==> src/rtl/zybo_top.sv <==
// Zybo board I/O: UART RX/TX on PMOD E, 2-digit hex display, LEDs, debounced buttons/switches.
// Optional macro HEARTBEAT_EN: leds_o[3] becomes a ~1.49 Hz heartbeat from a free-running counter.
module zybo_top #(
    parameter int CLK_HZ        = 50000000,
    parameter int BAUD          = 115200,
    parameter int REFRESH_BITS  = 16,
    parameter int DEBOUNCE_BITS = 20
) (
    input  logic       clk_50MHz_i,
    input  logic       reset_async,
    input  logic [1:0] buttons_i,
    input  logic [1:0] switches_i,
    input  logic       pmod_e_3_rxd_i,
    output logic       pmod_e_2_txd_o,
    output logic [3:0] leds_o,
    output logic [7:0] SEG_o,
    output logic [1:0] COM_o
);
    localparam int BIT_CYC  = CLK_HZ / BAUD;
    localparam int HALF_CYC = BIT_CYC / 2;
    localparam int CW       = $clog2(BIT_CYC);

    typedef enum logic [1:0] {RX_IDLE, RX_START, RX_DATA, RX_STOP} rx_state_t;
    typedef enum logic [1:0] {TX_IDLE, TX_START, TX_DATA, TX_STOP} tx_state_t;

    function automatic logic [7:0] hex7(input logic [3:0] v);
        logic [7:0] s;
        case (v)
            4'h0: s = 8'hC0;  4'h1: s = 8'hF9;  4'h2: s = 8'hA4;  4'h3: s = 8'hB0;
            4'h4: s = 8'h99;  4'h5: s = 8'h92;  4'h6: s = 8'h82;  4'h7: s = 8'hF8;
            4'h8: s = 8'h80;  4'h9: s = 8'h90;  4'hA: s = 8'h88;  4'hB: s = 8'h83;
            4'hC: s = 8'hC6;  4'hD: s = 8'hA1;  4'hE: s = 8'h86;  default: s = 8'h8E;
        endcase
        return s;
    endfunction

    // ---------------- input synchronisers ----------------
    logic [1:0] rxd_sync;
    logic [1:0] btn_meta, btn_s;
    logic [1:0] sw_meta, sw_s;
    logic       rxd;

    // NOTE: sequential state always uses non-blocking assignments so every flop samples pre-edge values.
    always_ff @(posedge clk_50MHz_i or negedge reset_async) begin
        if (!reset_async) begin
            rxd_sync <= 2'b11;
            btn_meta <= '0;
            btn_s    <= '0;
            sw_meta  <= '0;
            sw_s     <= '0;
        end else begin
            rxd_sync <= {rxd_sync[0], pmod_e_3_rxd_i};
            btn_meta <= buttons_i;
            btn_s    <= btn_meta;
            sw_meta  <= switches_i;
            sw_s     <= sw_meta;
        end
    end

    assign rxd = rxd_sync[1];

    // ---------------- UART receiver ----------------
    rx_state_t     rx_state, rx_state_nx;
    logic [CW-1:0] rx_cnt, rx_cnt_nx;
    logic [2:0]    rx_bit, rx_bit_nx;
    logic [7:0]    rx_shift, rx_shift_nx;
    logic          rx_prev, rx_done, rx_valid;
    logic [7:0]    rx_byte;

    // NOTE: every output of a combinational block gets a default first, so no path can infer a latch.
    always_comb begin
        rx_state_nx = rx_state;
        rx_cnt_nx   = rx_cnt + CW'(1);
        rx_bit_nx   = rx_bit;
        rx_shift_nx = rx_shift;
        rx_done     = 1'b0;
        case (rx_state)
            RX_IDLE: begin
                rx_cnt_nx = '0;
                if (rx_prev && !rxd) rx_state_nx = RX_START;
            end
            RX_START: begin
                if (rx_cnt == CW'(HALF_CYC - 1)) begin
                    rx_cnt_nx   = '0;
                    rx_bit_nx   = '0;
                    rx_state_nx = rxd ? RX_IDLE : RX_DATA;
                end
            end
            RX_DATA: begin
                if (rx_cnt == CW'(BIT_CYC - 1)) begin
                    rx_cnt_nx   = '0;
                    rx_shift_nx = {rxd, rx_shift[7:1]};
                    rx_bit_nx   = rx_bit + 3'd1;
                    if (rx_bit == 3'd7) rx_state_nx = RX_STOP;
                end
            end
            default: begin
                if (rx_cnt == CW'(BIT_CYC - 1)) begin
                    rx_cnt_nx   = '0;
                    rx_state_nx = RX_IDLE;
                    rx_done     = rxd;
                end
            end
        endcase
    end

    always_ff @(posedge clk_50MHz_i or negedge reset_async) begin
        if (!reset_async) begin
            rx_state <= RX_IDLE;
            rx_cnt   <= '0;
            rx_bit   <= '0;
            rx_shift <= '0;
            rx_prev  <= 1'b1;
            rx_valid <= 1'b0;
            rx_byte  <= '0;
        end else begin
            rx_state <= rx_state_nx;
            rx_cnt   <= rx_cnt_nx;
            rx_bit   <= rx_bit_nx;
            rx_shift <= rx_shift_nx;
            rx_prev  <= rxd;
            rx_valid <= rx_done;
            if (rx_done) rx_byte <= rx_shift;
        end
    end

    // ---------------- button debounce ----------------
    logic [DEBOUNCE_BITS-1:0] db_cnt;
    logic [1:0]               btn_db, btn_fire;
    logic                     db_tick;

    assign db_tick  = &db_cnt;
    assign btn_fire = db_tick ? (btn_s & ~btn_db) : 2'b00;

    always_ff @(posedge clk_50MHz_i or negedge reset_async) begin
        if (!reset_async) begin
            db_cnt <= '0;
            btn_db <= '0;
        end else begin
            db_cnt <= db_cnt + DEBOUNCE_BITS'(1);
            if (db_tick) btn_db <= btn_s;
        end
    end

    // ---------------- UART transmitter ----------------
    tx_state_t     tx_state, tx_state_nx;
    logic [CW-1:0] tx_cnt, tx_cnt_nx;
    logic [2:0]    tx_bit, tx_bit_nx;
    logic [7:0]    tx_shift, tx_shift_nx, tx_data;
    logic          tx_req, txd_nx, echo;

    // Echo wins over a same-cycle status request.
    assign echo    = rx_valid & sw_s[1];
    assign tx_req  = echo | btn_fire[0];
    assign tx_data = echo ? rx_byte : {2'b10, sw_s, leds_o};

    always_comb begin
        tx_state_nx = tx_state;
        tx_cnt_nx   = tx_cnt + CW'(1);
        tx_bit_nx   = tx_bit;
        tx_shift_nx = tx_shift;
        case (tx_state)
            TX_IDLE: begin
                tx_cnt_nx = '0;
                if (tx_req) begin
                    tx_state_nx = TX_START;
                    tx_shift_nx = tx_data;
                    tx_bit_nx   = '0;
                end
            end
            TX_START: begin
                if (tx_cnt == CW'(BIT_CYC - 1)) begin
                    tx_cnt_nx   = '0;
                    tx_state_nx = TX_DATA;
                end
            end
            TX_DATA: begin
                if (tx_cnt == CW'(BIT_CYC - 1)) begin
                    tx_cnt_nx   = '0;
                    tx_shift_nx = {1'b0, tx_shift[7:1]};
                    tx_bit_nx   = tx_bit + 3'd1;
                    if (tx_bit == 3'd7) tx_state_nx = TX_STOP;
                end
            end
            default: begin
                if (tx_cnt == CW'(BIT_CYC - 1)) begin
                    tx_cnt_nx   = '0;
                    tx_state_nx = TX_IDLE;
                end
            end
        endcase
        // Line level is derived from the next state so the output is a clean register.
        case (tx_state_nx)
            TX_START: txd_nx = 1'b0;
            TX_DATA:  txd_nx = tx_shift_nx[0];
            default:  txd_nx = 1'b1;
        endcase
    end

    always_ff @(posedge clk_50MHz_i or negedge reset_async) begin
        if (!reset_async) begin
            tx_state       <= TX_IDLE;
            tx_cnt         <= '0;
            tx_bit         <= '0;
            tx_shift       <= '0;
            pmod_e_2_txd_o <= 1'b1;
        end else begin
            tx_state       <= tx_state_nx;
            tx_cnt         <= tx_cnt_nx;
            tx_bit         <= tx_bit_nx;
            tx_shift       <= tx_shift_nx;
            pmod_e_2_txd_o <= txd_nx;
        end
    end

    // ---------------- display register and LEDs ----------------
    logic [7:0] disp;
`ifdef HEARTBEAT_EN
    logic [24:0] hb_cnt;
`endif

    always_ff @(posedge clk_50MHz_i or negedge reset_async) begin
        if (!reset_async) begin
            disp   <= '0;
            leds_o <= '0;
`ifdef HEARTBEAT_EN
            hb_cnt <= '0;
`endif
        end else begin
            if (rx_valid)    disp <= rx_byte;
            if (btn_fire[1]) disp <= '0;
`ifdef HEARTBEAT_EN
            hb_cnt    <= hb_cnt + 25'd1;
            leds_o[3] <= hb_cnt[24];
            if (rx_valid)    leds_o[2:0] <= rx_byte[2:0];
            if (btn_fire[1]) leds_o[2:0] <= '0;
`else
            if (rx_valid)    leds_o <= rx_byte[3:0];
            if (btn_fire[1]) leds_o <= '0;
`endif
        end
    end

    // ---------------- multiplexed 7-segment ----------------
    logic [REFRESH_BITS-1:0] ref_cnt;
    logic                    digit;

    always_ff @(posedge clk_50MHz_i or negedge reset_async) begin
        if (!reset_async) begin
            ref_cnt <= '0;
            digit   <= 1'b0;
            SEG_o   <= 8'hFF;
            COM_o   <= 2'b11;
        end else begin
            ref_cnt <= ref_cnt + REFRESH_BITS'(1);
            if (&ref_cnt) digit <= ~digit;
            if (sw_s[0]) begin
                COM_o <= 2'b11;
                SEG_o <= 8'hFF;
            end else if (!digit) begin
                COM_o <= 2'b10;
                SEG_o <= hex7(disp[3:0]);
            end else begin
                COM_o <= 2'b01;
                SEG_o <= hex7(disp[7:4]);
            end
        end
    end

endmodule

==> config.mk <==
export PLATFORM = sky130hd
export DESIGN_NAME = zybo_top
export DESIGN_NICKNAME = d
export VERILOG_FILES = /design/src/rtl/zybo_top.sv
export SDC_FILE = /design/constraint.sdc
export NUM_CORES = 1
export LEC_CHECK = 0
export BUFFER_PORTS_ARGS = -buffer_cell sky130_fd_sc_hd__buf_2
export CAP_MARGIN = 40
export CORE_UTILIZATION = 60
export CTS_CLUSTER_DIAMETER = 80
export DETAILED_ROUTE_END_ITERATION = 8
export HOLD_SLACK_MARGIN = 0.08
export PLACE_DENSITY = 0.85
export RECOVER_POWER = 25
export REMOVE_ABC_BUFFERS = 1
export SETUP_SLACK_MARGIN = 0.4
export SYNTH_ARGS = -nofsm -noshare
export SYNTH_HDL_FRONTEND = slang
export SYNTH_SLANG_ARGS = --single-unit
==> constraint.sdc <==
create_clock -name clk_50MHz_i -period 4.25 [get_ports clk_50MHz_i]
set_input_delay 0 -clock clk_50MHz_i [delete_from_list [all_inputs] [get_ports clk_50MHz_i]]
set_output_delay 0 -clock clk_50MHz_i [all_outputs]
set_load 0.02 [all_outputs]
# Word level (Yosys, flattened, before mapping)
# Memory sizes are Yosys's and may differ from the RTL's.
# Cells that the tools add are included.
# totals
reg_bits	126
latch_bits	0
ram_bits	0
romBits	224
input_bits	7
out_inout_bits	15
elab_cells	111
memories	2
# classes
add_sub_neg	6
n_mul	0
div	0
order_cmp	0
n_eq_ne	17
n_shift	0
mux	40
bitwise_logic	5
n_reduce_logical	15
# mem_list
memory	depth	word_bits	read_ports	rd_ports_with_merged_regs	wr	line	text
(name not given)	16	7	1	0	0	28	case (v)
(name not given)	16	7	1	0	0	28	
# op_table
cell	count
8-bit two-way mux	7
9-bit two-way mux	4
2-bit two-way mux	14
20-bit by 1-bit adder with 20-bit output, second input constant	1
20-bit AND reduction	1
9-bit by 1-bit adder with 9-bit output, second input constant	2
9-bit equality test, second input constant	2
9-bit case mux with 2 select lines	1
16-bit by 1-bit adder with 16-bit output, second input constant	1
8-bit case mux with 2 select lines	1
16-bit AND reduction	1
3-bit two-way mux	4
2-bit inequality test, second input constant	6
2-bit case mux with 3 select lines	2
3-bit case mux with 2 select lines	2
9-bit by 8-bit equality test with 1-bit output, second input constant	1
4-bit two-way mux	2
3-bit by 1-bit adder with 3-bit output, second input constant	2
2-bit by 1-bit equality test with 1-bit output, second input constant	3
2-bit equality test, second input constant	3
3-bit equality test, second input constant	2
3-bit AND reduction	2
2-bit nonzero test	3
5-bit AND reduction	1
other kinds (13)	15

# Depth between registers and ports, before layout
# Gate-level depths: netlist of the first run.
# logic_depth
ltp_word	8
ltp_mapped	7
depth_no_buf	6

# Worst setup path after synthesis of the first run
# Ideal clock, no wire load.
# synth_timing
kind	register to register
startpoint	register rx_cnt[2]
endpoint	register rx_byte[0]
setup_time_ns	0.125
t_arrival_ns	1.888
required_time_ns	4.125
slack_ns	2.237
stages_incl_launch_ff	6
n_path_buf	1
period_less_slack_ns	2.013
cell_sequence	dfrtp_1 > or3b_4 > nor4b_4 > and3_1 > buf_6 > mux2_2
# synth_between
elab_chain_cells	3
# synth_lines
element	line	text
start, declared	64	logic [CW-1:0] rx_cnt, rx_cnt_nx;
start signal, assigned	118	rx_cnt <= rx_cnt_nx;
9-bit equality test	98	if (rx_cnt == CW'(BIT_CYC - 1)) begin
1-bit two-way mux	98	
1-bit two-way mux	77	case (rx_state)
via rx_done	67	logic rx_prev, rx_done, rx_valid;
end signal, assigned	123	if (rx_done) rx_byte <= rx_shift;
end, declared	68	logic [7:0] rx_byte;
# The timed path passes the listed nets, and every way through them passes these cells.
# A chain may end at the register's enable or synchronous reset.

# Worst setup path after layout of the first run
# layout_timing
startpoint	register rx_cnt[2]
endpoint	register rx_shift[3]
# layout_between
elab_chain_cells	2
# layout_lines
element	line	text
9-bit equality test	90	if (rx_cnt == CW'(BIT_CYC - 1)) begin
2-bit AND reduction (no line)	-	
end signal, assigned	120	rx_shift <= rx_shift_nx;
end, declared	66	logic [7:0] rx_shift, rx_shift_nx;
# Every way passes these cells.

==> results of run 1 <==
## per-layer routing
| layer | vias to the layer above | track usage (%) | routed length, um |
|---|---|---|---|
| met5 | - | 0 | 0 |
| met4 | 0 | 13.5 | 240 |
| met3 | 25 | 6.04 | 429 |
| met2 | 116 | 40.2 | 5600 |
| met1 | 1944 | 32.1 | 4850 |
| li1 | 1840 | - | - |
## cells by family after synthesis
kind of cell	Yosys count	synth area share (%)
adder cells (fa/ha/maj)	23	5.03
other	1	0.0656
AO/OA/AOI/OAI	68	8.64
multiplexers	38	7.33
AND/OR/NAND/NOR	160	14.5
buffers and inverters	50	3.83
XOR/XNOR	48	7.35
flip-flops	121	53.2
## final timing paths
kind                               start          end  slack [ps]
setup / recovery               rx_cnt[2]  rx_shift[3]        1720
hold / removal             switches_i[0]   sw_meta[0]         120
setup reg to reg               rx_cnt[2]  rx_shift[3]        1720
hold reg to reg               sw_meta[0]      sw_s[0]         360
max in group asynchronous    reset_async  ref_cnt[15]        1910
min in group asynchronous    reset_async     SEG_o[1]         920
## cells in the final DEF, fill, tap and decap left out, types with 3 or more instances in the layout
| cell type | n |
|---|---|
| a211o_1 | 4 |
| a211oi_1 | 7 |
| a21oi_1 | 7 |
| a221o_1 | 4 |
| a22o_1 | 4 |
| a311oi_1 | 3 |
| and3_1 | 6 |
| and4_1 | 5 |
| buf_2 | 19 |
| bufinv_16 | 5 |
| clkbuf_1 | 4 |
| clkbuf_16 | 16 |
| clkbuf_8 | 8 |
| dfrtp_1 | 108 |
| dfstp_2 | 12 |
| dlygate4sd3_1 | 7 |
| ha_1 | 23 |
| inv_1 | 29 |
| mux2_2 | 21 |
| mux2i_1 | 16 |
| nand2_1 | 34 |
| nand2b_1 | 5 |
| nand3_1 | 18 |
| nand4_1 | 14 |
| nor2_1 | 47 |
| nor3_1 | 7 |
| nor4_1 | 4 |
| o211ai_1 | 4 |
| o21ai_0 | 17 |
| o22ai_1 | 3 |
| or2_2 | 3 |
| xnor2_1 | 38 |
| xor2_1 | 10 |
## metrics by stage
step / setup WS (ps) / utilization, % / hold slack, ps
2_1_floorplan: 2040 / - / -296
3_3_place_gp: 1880 / 63.7 / 108
3_5_place_dp: 1750 / 64.0 / -19.0
4_1_cts: 1710 / 72.3 / 91.3
5_1_grt: 1530 / 72.1 / 113
6_report: 1720 / 72.1 / 118
## where the power goes
| part | internal [W] | leakage, nW | switching, W |
|---|---|---|---|
| clock | 0.00112 | 0.332 | 0.000489 |
| combinational | 0.0000486 | 1.00 | 0.0000842 |
| sequential | 0.00118 | 1.59 | 0.0000303 |
| total | 0.00235 | 2.93 | 0.000603 |
## cell type report
type	count	share of cell area, %
Sequential cell	121	45.7
Multi-Input combinational cell	338	36.9
Clock buffer	26	7.78
Timing Repair Buffer	31	3.23
Tap cell	129	2.42
Clock inverter	6	2.33
Inverter	29	1.63
## what timing repair did
| item | 4_1_cts | 5_1_grt |
|---|---|---|
| hold endpoints to repair | 118 | 0 |
| buffers inserted | 0 | 0 |
| hold buffers | 8 | 0 |
## state kept, by name, summed over array words and instances (netlist names), 2 cells and up
register and cells:
tx_state 2, rx_shift 8, sw_s 2, btn_s 2
btn_db 2, tx_cnt 9, SEG_o 7, ref_cnt 16
disp 5, rx_bit 3, leds_o 3, rx_cnt 9
rxd_sync 2, COM_o 2, btn_meta 2, rx_state 2
tx_bit 3, db_cnt 20, tx_shift 8, sw_meta 2
rx_byte 8
==> impl_metrics.ini, run 1 <==
[run_status]
status = completed

[clocking]
cts_tree = yes
cts_resized = 0
clock_path_buffers = 2
h-tree-depth = 4
cts_root_buf = clkbuf_8
path_clk_slew_ps = 60
cts_buffers = 17
cts_sinks = 121
clk_latency_ps = 520

[grt]
grt_max_degree = 48
track_usage_pct = 25.2
antenna_found_initial = 0
overflow = 0
grt_pass1_vias = 3995
grt_pass1_wl_mm = 19.3

[final_layout]
area_growth_pct = 16.4
multi_input_area_um2 = 2460
n_antenna_cell = 0
drive_gt1_share_pct = 17.1
stdcell_area_um2 = 6660
fill_cells = 605
finalNonFillerCells = 680
fin_nets = 568
register_area_um2 = 3040

[min_path]
min_path_cells = 2
min_path_type = input port to flop

[synthesis]
yosysTopAreaCell = dfrtp_1
async_flop_share_pct = 100
netlist.area_leader.share_pct = 47.2
netlist-cell-type-count = 61
ys_ff_latch = 121
ys_warn_count = 0
yosysMostFrequentCell = dfrtp_1
syn_avg_cell_area_um2 = 11.2
synthFlopType = dfrtp_1
netlist_area_um2 = 5720
netlist_instances = 509
yosysSeqAreaShare_pct = 53.2
synth.area.top_cells = dfrtp_1, dfstp_2, xnor2_1
ys_top_cells_by_count = dfrtp_1, nor2_1, xnor2_1
synth_edf_count = 0

[timing]
rsz0062_at_grt = false
hold_viol = 0
fin_crit_sh_pct = 59.5
slew_headroom_pct = 1.69
fin_tns_setup_ps = 0
skew_ps = 12.2
period_needed_ps = 2530
max_freq_mhz = 395
finalSetupViolCount = 0
maxSlewViolCount = 0
worst_pin_slew_ps = 1470

[floorplanning]
core-area_um2 = 9240
dieArea_um2 = 9930
initial_core_util_pct = 61.9
die_y_um = 99.6
rows = 35
die_width_um = 99.6
io_pins = 22

[critical_path]
critPathLaunchType = flop
critPathRequiredTime_ps = 4640
cp_top_family = simple AND/OR/NAND/NOR gates
crit_slowest_cell = nor2b_1
rr_worst_depth = 4
worstSetupEndpointType = flop
crit_arrival_ps = 2920
worstPathCellList = or3b_4, nor4b_4, nor2b_1, mux2_2
crit_type = flop to flop
crit_fanout = 9
critPathBufInv = 0
cp_slowest_stage_delay_ps = 610
path_depth = 4

[placed_design]
placed_cell_area_um2 = 5920
dpl.cell_count = 640
routabilityCongestion = 0.817
port_buffers = 20
hpwl_mm = 6.91

[run]
maxCapViolCount = 0

[power_and_ir_drop]
peakVddDrop_mv = 0.254
power_leakage_nw = 2.93
powerDensity_nw_per_um2 = 444
total_power_w = 0.00296

[detailed_routing]
post_drt_wl_per_cell_um = 16.3
ant_nets = 0
drcViolationCount = 0
drt-initial-drc-count = 237
viasPerCell = 5.77
num_vias = 3925
dr.pass1.iters = 5
totalWireLength_mm = 11.1
(Power assumes the default switching activity.)
==> inputs of run 2 (changes only) <==
--- a/config.mk
+++ b/config.mk
@@ -5,6 +5,7 @@
 export SDC_FILE = /design/constraint.sdc
 export NUM_CORES = 1
 export LEC_CHECK = 0
+export ABC_AREA = 1
 export BUFFER_PORTS_ARGS = -buffer_cell sky130_fd_sc_hd__buf_2
 export CAP_MARGIN = 40
 export CORE_UTILIZATION = 60
==> constraint.sdc (replaced) <==
create_clock -name clk_50MHz_i -period 2.5 [get_ports clk_50MHz_i]
set_input_delay 0 -clock clk_50MHz_i [delete_from_list [all_inputs] [get_ports clk_50MHz_i]]
set_output_delay 0 -clock clk_50MHz_i [all_outputs]
set_load 0.02 [all_outputs]
==> impl_metrics.ini, run 2 <==
[synthesis]
ys_top_cells_by_count = nand2_1, dfrtp_1, inv_1
netlist_instances = 633
ys_ff_latch = 121
synth.area.top_cells = dfrtp_1, nand2_1, dfstp_2
yosysTopAreaCell = dfrtp_1
ys_warn_count = 0
async_flop_share_pct = 100
netlist-cell-type-count = 47
yosysMostFrequentCell = nand2_1
synth_edf_count = 0
netlist_area_um2 = 5840
netlist.area_leader.share_pct = 46.3
yosysSeqAreaShare_pct = 52.1
synthFlopType = dfrtp_1
syn_avg_cell_area_um2 = 9.23

[detailed_routing]
num_vias = 4336
ant_nets = 0
drcViolationCount = 0
dr.pass1.iters = 5
totalWireLength_mm = 11.1
viasPerCell = 5.36
drt-initial-drc-count = 249
post_drt_wl_per_cell_um = 13.8

[timing]
rsz0062_at_grt = false
maxSlewViolCount = 0
fin_tns_setup_ps = 0
worst_pin_slew_ps = 1400
finalSetupViolCount = 0
max_freq_mhz = 553
period_needed_ps = 1810
skew_ps = 11.0
hold_viol = 0
fin_crit_sh_pct = 72.3
slew_headroom_pct = 6.47

[final_layout]
area_growth_pct = 13.7
fin_nets = 697
largest-register = db_cnt
drive_gt1_share_pct = 16.3
final_util_pct = 71.2
finalNonFillerCells = 809
fill_cells = 632
mostFrequentLayoutCell = nand2_1
stdcell_area_um2 = 6640
final_cell_mix = nand2_1, dfrtp_1, inv_1
largest_register_ff_count = 20
reg_top3 = db_cnt x20, ref_cnt x16
n_antenna_cell = 0

[power_and_ir_drop]
p_int_w = 0.00337
clockPowerShare_pct = 47.1
p_switching_w = 0.00109
power_frac_comb_pct = 6.4
power_leakage_nw = 3.30
powerDensity_nw_per_um2 = 672
sw_frac_of_total_pct = 24.5
seq_power_share_pct = 46.6
peakVddDrop_mv = 0.533
total_power_w = 0.00446

[floorplanning]
dieArea_um2 = 10100
rows = 35
initial_core_util_pct = 62.6
die_width_um = 101
io_pins = 22
die_y_um = 101
core-area_um2 = 9330

[critical_path]
cp_slowest_stage_delay_ps = 1090
crit_type = input port to async pin
crit_arrival_ps = 2190
worstSetupEndpointType = async pin
critPathBufInv = 3
worstPathCellList = dlygate4sd3_1, clkbuf_1, clkbuf_1
rr_worst_depth = 12
cpMostUsedCell = clkbuf_1
cp_top_family = buffers and inverters
crit_fanout = 27
crit_slowest_cell = clkbuf_1
critPathLaunchType = input port
path_depth = 3
critPathRequiredTime_ps = 2880

[placed_design]
dpl.cell_count = 770
placed_cell_area_um2 = 6050
port_buffers = 20
routabilityCongestion = 0.874
hpwl_mm = 7.42

[grt]
grt_max_degree = 68
antenna_found_initial = 0
overflow = 0
grt.met2_usage_pct = 41.5
busiest_layer = met2
grt_pass1_vias = 4267
use_met1_pct = 29.6
grt_pass1_wl_mm = 19.0
track_usage_pct = 24.4
grt_util_met3_pct = 5.89

[clocking]
clock_path_buffers = 2
cts_root_buf = clkbuf_8
path_clk_slew_ps = 50
clk_latency_ps = 510
cts_resized = 0
h-tree-depth = 4
cts_buffers = 17
cts_tree = yes
cts_sinks = 121

[run_status]
status = completed

[run]
maxCapViolCount = 0

[min_path]
min_path_cells = 2
min_path_type = input port to flop
-- run 2: changes by cell type in the layout (fill, tap and decap cells not counted), moves of 7 or more --
cell	change
nand2_1	+107
inv_1	+45
xnor2_1	-26
mux2_2	-21
o21ai_1	+17
mux2i_1	-12
xor2_1	+12
nor3_1	+11
inv_2	+10
nand2_2	+9
nor2_1	-7
o21ai_0	+7
-- run 2: final cells by class --
type | instances | area (um^2) | share of cell area [%]
Sequential cell | 121 | 3040 | 45.8
Multi-Input combinational cell | 412 | 2390 | 36.0
Clock buffer | 22 | 453 | 6.82
Inverter | 86 | 328 | 4.94
Timing Repair Buffer | 29 | 193 | 2.90
Tap cell | 129 | 161 | 2.43
Clock inverter | 10 | 72.6 | 1.09
-- run 2: power groups by stage --
stage / clock, W / sequential [W] / combinational (W)
final: 0.00210 / 0.00208 / 0.000284
after global routing: 0.00224 / 0.00208 / 0.000330
after CTS: 0.00214 / 0.00208 / 0.000290
after detailed placement: 0 / 0.00211 / 0.000281
after global placement: 0 / 0.00210 / 0.000264
after floorplan: 0 / 0.00210 / 0.000171
-- run 2: timing repair --
action                                 in CTS  in global routing
setup buffers                               0                  0
endpoints found under the hold margin     122                  0
hold buffers                                7                  0
-- run 2: routing by layer --
layer	vias to the layer above	wire length [um]
met5	-	0
met4	0	214
met3	22	435
met2	111	5720
met1	2103	4760
li1	2100	-
-- run 2: logic make-up after synthesis --
group / count (synthesis) / share of synthesized area, %
XOR/XNOR: 34 / 5.10
adder cells (fa/ha/maj): 23 / 4.93
flip-flops: 121 / 52.1
multiplexers: 4 / 0.685
AND/OR/NAND/NOR: 276 / 22.9
other: 1 / 0.0642
buffers and inverters: 100 / 7.00
AO/OA/AOI/OAI: 74 / 7.24
-- run 2: path summary, 6_finish.rpt --
path	from	endpoint	slack, ps
min in group asynchronous	reset_async	COM_o[1]	450
worst min register to register	sw_meta[1]	sw_s[1]	350
worst min-delay path	switches_i[1]	sw_meta[1]	130
worst max-delay path	reset_async	ref_cnt[4]	690
worst max register to register	db_cnt[0]	tx_shift[2]	710
max in group clk_50MHz_i	db_cnt[0]	tx_shift[2]	710
-- run 2: through the flow --
stage               setup WS (ps)  hold slack [ps]
detailed placement            750            -55.5
finish                        692              127
global route                  298              103
global placement              807            -59.1
floorplan                     865             -296
CTS                           713             81.5
-- run 2: worst register-to-register path, stage by stage (launching register included) --
cell and delay (ps):
dfrtp_1 380, ha_1 200, nand2_1 100, nor2_4 170, nand2_4 100, nor2_4 140, nand3_2 100, nand2_2 100
nand2_4 80, clkinv_4 100, nor2_4 70, nand2_2 60, nand3_1 70
